`config.mk`:
```
export PLATFORM = sky130hd
export DESIGN_NAME = stream_mux_nto1
export DESIGN_NICKNAME = d
export VERILOG_FILES = /design/src/rtl/stream_mux_nto1.sv
export SDC_FILE = /design/constraint.sdc
export NUM_CORES = 1
export LEC_CHECK = 0
export CAP_MARGIN = 5
export CORE_ASPECT_RATIO = 1.5
export CORE_UTILIZATION = 38
export CTS_CLUSTER_DIAMETER = 60
export DETAILED_ROUTE_END_ITERATION = 10
export MAX_ROUTING_LAYER = met4
export PLACE_DENSITY = 0.81
export REMOVE_ABC_BUFFERS = 1
export SLEW_MARGIN = 20
export SYNTH_ARGS = -nofsm -noshare
export SYNTH_HDL_FRONTEND = slang
export SYNTH_SLANG_ARGS = --single-unit
```
`constraint.sdc`:
```
create_clock -name clk -period 2 [get_ports clk]
set_input_delay 0.2 -clock clk [delete_from_list [all_inputs] [get_ports clk]]
set_output_delay 0.2 -clock clk [all_outputs]
set_load 0.1 [all_outputs]
```
`src/rtl/stream_mux_nto1.sv`:
```
// stream_mux_nto1: registered N-to-1 valid/ready stream multiplexer
// with fixed-select or round-robin channel arbitration.
module stream_mux_nto1 #(
  parameter int WIDTH  = 32,
  parameter int NUM_CH = 4,
  parameter int SEL_W  = 2
) (
  input  logic                    clk,
  input  logic                    rst_n,
  input  logic [NUM_CH*WIDTH-1:0] in_data,
  input  logic [NUM_CH-1:0]       in_valid,
  output logic [NUM_CH-1:0]       in_ready,
  input  logic                    mode,
  input  logic [SEL_W-1:0]        sel,
  output logic [WIDTH-1:0]        out_data,
  output logic                    out_valid,
  input  logic                    out_ready,
  output logic [SEL_W-1:0]        out_ch
);

  logic [SEL_W-1:0] rr_last;
  logic             can_accept;
  logic             fix_ok;
  logic             rr_ok;
  logic [SEL_W-1:0] rr_gnt;
  logic             gnt_ok;
  logic [SEL_W-1:0] gnt;
  logic             gnt_valid;
  logic [WIDTH-1:0] gnt_data;
  logic             xfer;

  assign can_accept = !out_valid || out_ready;
  assign fix_ok     = 32'(sel) < 32'(NUM_CH);

  // Two passes: channels above rr_last first, then wrap to the rest.
  always_comb begin
    rr_ok  = 1'b0;
    rr_gnt = '0;
    for (int i = 0; i < NUM_CH; i++) begin
      if (!rr_ok && in_valid[i] &&
          32'(i) > 32'(rr_last)) begin
        rr_ok  = 1'b1;
        rr_gnt = SEL_W'(i);
      end
    end
    for (int i = 0; i < NUM_CH; i++) begin
      if (!rr_ok && in_valid[i] &&
          32'(i) <= 32'(rr_last)) begin
        rr_ok  = 1'b1;
        rr_gnt = SEL_W'(i);
      end
    end
  end

  always_comb begin
    gnt_ok = fix_ok;
    gnt    = sel;
    unique case (1'b1)
      mode: begin
        gnt_ok = rr_ok;
        gnt    = rr_gnt;
      end
      default: ;
    endcase
  end

  always_comb begin
    gnt_valid = 1'b0;
    gnt_data  = '0;
    for (int i = 0; i < NUM_CH; i++) begin
      if (gnt == SEL_W'(i)) begin
        gnt_valid = in_valid[i];
        gnt_data  = in_data[i*WIDTH +: WIDTH];
      end
    end
  end

  always_comb begin
    in_ready = '0;
    for (int i = 0; i < NUM_CH; i++) begin
      in_ready[i] = rst_n && gnt_ok &&
                    can_accept &&
                    (gnt == SEL_W'(i));
    end
  end

  assign xfer = rst_n && gnt_ok &&
                can_accept && gnt_valid;

  always_ff @(posedge clk) begin
    if (!rst_n) begin
      out_valid <= 1'b0;
      out_data  <= '0;
      out_ch    <= '0;
      rr_last   <= SEL_W'(NUM_CH - 1);
    end else if (xfer) begin
      out_valid <= 1'b1;
      out_data  <= gnt_data;
      out_ch    <= gnt;
      if (mode) rr_last <= gnt;
    end else if (out_ready) begin
      out_valid <= 1'b0;
    end
  end

  a_one_ready: assert property (
    @(posedge clk) $onehot0(in_ready));

endmodule
```
==> run metrics, run 1 <==
clock sinks 37; share of synthesized flip-flops with an asynchronous set or reset 0%; kind of critical path reg -> reg; clock skew 0.004984 ns; CP Data Required Time 2.16 ns; number of synthesized flops with an enable pin 0; IO Pins 177; CP peak stage delay 0.39 ns; Post-Syn Area 2859 um2; multi-input logic area 1907 um2; minimum clock period 1.998 ns; Synth Flop Type dfxtp_1; Slew @ Worst Pin 0.3286 ns; global-route wire length before repair 16680 um; gr ovfl total 0; status complete, no violations; Final Max Slew Viols 0; Reg clk slew, reported paths 0.07 ns; Avg WL per Cell 17.77 um; DR pass1 iterations 5; Setup WS post-layout 0.001640 ns; FILL cells 567; post-synth top area share 25.91%; Distinct cells, synth 49; CTS tree yes; Synth area leader dfxtp_1; clock buffer count from CTS 5; synth warn 0; Final Power 3427 uW; Most common cell on crit path buf_4; IR drop worst, VDD 0.3402 mV; vias in the first global route 3531; n_diodes 0; post-synthesis area per instance 8.534 um2; Max Clk Rate 0.5004 GHz; most frequent cells in the layout clkdlybuf4s50_1, buf_4, and2_1; Post-Synthesis Cells 335; crit start category register; die width 72.82 um; RD Place Congestion 0.8449; largest net degree at the start of global routing 39; Total GRT Usage 27.62%; vias per inst 5.622; CP arrival 2.16 ns; worst-path fanout max 21; Crit. End Element register; hold crit path type reg -> reg; num rows 38; initial antenna violation count 0; Starting Density 39.30%; pwr dens 673.3 nW/um2; P_leak 0.001969 uW; CP cell instances buf_4 > o211a_1 > nor2_4 > a21o_4 > buf_4 > buf_12 > a221oi_1 > o32ai_1; total die area 7882 um2; register area 745.7 um2; Setup-failing EPs final 0; initial drt markers 233; layout cell share with drive strength beyond 1 23.99%; ANT nets after route 0; Yosys reg bits 37; sequential element share of the synthesized area 25.91%; vias post-DR 3491; CTS root buf clkbuf_8; drc violations 0; Die Span Y 108.2 um; Worst-Skew Late Latency 0.28 ns; dpl ws -0.3606 ns; H-tree depth 2; Hold Violations, Final 0; detailed placement HPWL 8002 um; Max Buffers Root-to-Sink 2; Area growth syn-to-layout 78.03%; synth top area cells dfxtp_1, a221oi_1, and2_1; I/O Buffers 176; commonest non-fill, non-tap cell in the layout clkdlybuf4s50_1; Max-slew headroom 78.09%; Crit-path slowest cell dfxtp_4; Core Box Area 7274 um2; Tcrit/Tclk final 99.92%; Detailed Route WL 11030 um; Max Cap Viol 0; nets 658; RSZ-0062 raised after global routing yes; final core occ 69.97%
[worst max-delay path: cells and delay by family (launching register included)]
| family | cells | cell delay (ns) |
|---|---|---|
| compound gates | 4 | 0.95 |
| buf+inv | 3 | 0.46 |
| flops | 1 | 0.39 |
| simple gates | 1 | 0.07 |
[logic make-up (layout without fill, tap and decap cells)]
group,count (synthesis),count (layout),share of synthesized area (%)
AO/OA/AOI/OAI,123,123,38.38
buffers and inverters,72,258,13.39
flip-flops,37,37,25.91
multiplexers,2,2,0.8751
AND/OR/NAND/NOR,101,101,21.44
[timing repair]
action,CTS,global route
gates resized for setup,20,22
hold buffers,0,0
endpoints found under the setup margin,36,37
endpoints found under the hold margin,0,0
setup buffers,5,2
pin swaps,4,5
[cell usage after synthesis (2+ instances only)]
cell / n
a21oi_1: 3
a221oi_1: 60
a221oi_2: 2
a2bb2oi_1: 2
and2_1: 64
and3b_1: 3
buf_2: 13
buf_4: 5
buf_6: 9
clkbuf_1: 11
dfxtp_1: 37
inv_1: 33
nand2_1: 11
nand2b_1: 5
nor2_1: 5
nor3_1: 3
o211a_1: 3
o211ai_1: 3
o21ai_0: 4
o32ai_1: 29
o32ai_2: 2
[sequential cells by signal, summed over array words and instances (netlist names)]
name / cells
out_valid: 1
out_ch: 2
out_data: 32
rr_last: 2
[area by class of cell]
type / instances / area share [%]
Sequential cell: 37 / 14.65
Clock buffer: 8 / 1.573
Timing Repair Buffer: 217 / 41.42
Multi-Input combinational cell: 226 / 37.46
Tap cell: 100 / 2.458
Inverter: 33 / 2.434
[stage by stage]
step	hold WS, ns	setup TNS, ns	area (um2)	std cells
4_1_cts	0.4588	0	4975	619
6_report	0.4612	0	5090	621
2_1_floorplan	0.2889	-24.33	2600	296
3_3_place_gp	0.4420	-10.45	4788	606
5_1_grt	0.4796	-0.4545	5090	621
3_5_place_dp	0.4476	-12.75	4788	606
[path summary, 6_finish.rpt]
check	start	to	slack [ns]	cells past startpoint
setup / recovery	rr_last[1]$_SDFFE_PN1P_	out_data[6]$_SDFFE_PN0P_	0.002	8
hold / removal	out_data[27]$_SDFFE_PN0P_	out_data[27]$_SDFFE_PN0P_	0.46	2
setup reg to reg	rr_last[1]$_SDFFE_PN1P_	out_data[6]$_SDFFE_PN0P_	0.002	8
hold reg to reg	out_data[27]$_SDFFE_PN0P_	out_data[27]$_SDFFE_PN0P_	0.46	2
[power breakdown]
group	internal, uW	switching (uW)	leakage, uW
Combinational	738	1280	0.00162
Sequential	843	61.0	0.000307
Clock	248	254	0.0000395
Total	1830	1600	0.00197
[layer usage]
layer / vias to the layer above / share of wire (%) / global-route usage (%)
li1: 1653 / - / -
met1: 1664 / 38 / 30.20
met2: 151 / 54 / 50.00
met3: 23 / 5.3 / 3.635
met4: 0 / 2.7 / 10.36
met5: - / 0 / -
(Power assumes the default switching activity.)
==> inputs of run 2 (changes only) <==
--- a/config.mk
+++ b/config.mk
@@ -7,6 +7,7 @@
 export LEC_CHECK = 0
 export CAP_MARGIN = 5
 export CORE_ASPECT_RATIO = 1.5
+export CORE_MARGIN = 5
 export CORE_UTILIZATION = 38
 export CTS_CLUSTER_DIAMETER = 60
 export DETAILED_ROUTE_END_ITERATION = 10
==> run metrics, run 2 (same netlist as run 1, synthesis figures left out) <==
Crit. End Element output port; IO Pins 177; Reg clk slew, reported paths 0.08 ns; Final Max Slew Viols 0; pwr dens 655.6 nW/um2; Starting Density 39.30%; reg2reg path depth 9; Max Buffers Root-to-Sink 2; global-route wire length before repair 18000 um; Largest Register out_data; Avg WL per Cell 20.32 um; CP startpoint rr_last[1]$_SDFFE_PN1P_; CTS root buf clkbuf_8; Worst-Skew Late Latency 0.28 ns; Total GRT Usage 24.98%; nets 669; Crit-path slowest cell dfxtp_4; gr ovfl total 0; Reg2Reg Launch Point rr_last[1]$_SDFFE_PN1P_; Hold Violations, Final 0; clock buffer count from CTS 5; Max-slew headroom 78.61%; hold crit path type reg -> reg; n_diodes 0; num rows 38; Detailed Route WL 12840 um; Max Cap Viol 0; CTS tree yes; largest net degree at the start of global routing 41; minimum clock period 2.105 ns; Setup WS post-layout -0.1054 ns; CP Data Required Time 1.80 ns; Core Box Area 7274 um2; Hold Slack 0.4599 ns; Max Clk Rate 0.4750 GHz; max reg flops 32; clock sinks 37; drc violations 0; status finished, violations left; initial drt markers 185; Slew @ Worst Pin 0.3209 ns; IR drop worst, VDD 0.4001 mV; crit start category register; vias post-DR 3691; P_leak 0.002160 uW; kind of critical path reg -> out; worst-path fanout max 7; H-tree depth 2; ANT nets after route 0; layout cell share with drive strength beyond 1 32.89%; DR pass1 iterations 4; Tcrit/Tclk final 105.3%; CP peak stage delay 0.39 ns; die width 80.82 um; R2R Path End out_data[5]$_SDFFE_PN0P_; most frequent cells in the layout clkdlybuf4s50_1, buf_4, and2_1; CP cell instances and2_1 > o211a_1 > buf_4 > nand2_2 > a2bb2oi_1 > nor2_1 > buf_12; worst setup path endpoint in_ready[3]; dpl ws -0.4726 ns; R2R Setup Slk -0.07 ns; vias per inst 5.840; I/O Buffers 176; RD Place Congestion 0.9104; Setup-failing EPs final 15; # hold bufs at CTS 0; violated checks setup timing; CP arrival 1.91 ns; RSZ-0062 raised after global routing yes; initial antenna violation count 0; top flop regs out_data (32), out_ch (2), rr_last (2); total die area 9394 um2; clock skew 0.006186 ns; Area growth syn-to-layout 95.93%; detailed placement HPWL 8874 um; vias in the first global route 3659; Die Span Y 116.2 um; commonest non-fill, non-tap cell in the layout clkdlybuf4s50_1
run 2: how the worst min path moves through the flow:
stage	from	to	slack, ns	depth (start not counted)
finish	out_data[11]$_SDFFE_PN0P_	out_data[11]$_SDFFE_PN0P_	0.46	2
global route	out_data[12]$_SDFFE_PN0P_	out_data[12]$_SDFFE_PN0P_	0.48	2
CTS	out_ch[1]$_SDFFE_PN0P_	out_ch[1]$_SDFFE_PN0P_	0.46	2
detailed placement	out_ch[1]$_SDFFE_PN0P_	out_ch[1]$_SDFFE_PN0P_	0.45	2
global placement	out_ch[1]$_SDFFE_PN0P_	out_ch[1]$_SDFFE_PN0P_	0.44	2
floorplan	rst_n	rr_last[0]$_SDFFE_PN1P_	0.29	1
run 2: power breakdown:
part	leakage, uW	total [uW]	switching (uW)	internal, uW
sequential	0.000307	908	65.3	843
combinational	0.00181	2260	1400	850
clock	0.0000450	509	267	242
total	0.00216	3670	1740	1930
run 2: timing repair:
item,CTS,global route
setup buffers,6,5
setup endpoints to repair,37,37
cloned,0,3
pin swaps,8,27
resized for setup,18,81
run 2: metal layers:
metal  vias to the layer above  routed length, um  track usage (%)
li1                       1693                  -                -
met1                      1815               4923            27.91
met2                       147               6844            44.27
met3                        36                653            3.704
met4                         0                421            9.470
met5                         -                  0                -
run 2: area by class of cell:
cell class	instances	area, um2
Clock buffer	6	72.57
Tap cell	100	125.1
Fill cell	510	1673
Clock inverter	2	10.01
Inverter	33	123.9
Multi-Input combinational cell	226	2228
Timing Repair Buffer	228	2296
Sequential cell	37	745.7
run 2: worst max-delay path, delay by kind of cell, from the launching register on:
family	cells	cell delay, ns
and+or+nand+nor	3	0.47
DFF	1	0.39
buffers and inverters	2	0.36
AOI/OAI and AO/OA	2	0.40
run 2: per-stage QoR:
stage	std cells	utilization, %	instance area, um2	setup TNS (ns)	total power (uW)
CTS	624	68.46	4980	-0.2967	3400
global placement	611	66.00	4801	-11.98	2832
floorplan	296	-	2600	-24.33	2132
detailed placement	611	66.00	4801	-14.10	2861
global route	632	77.00	5602	-1.944	3819
finish	632	77.00	5602	-0.6261	3672
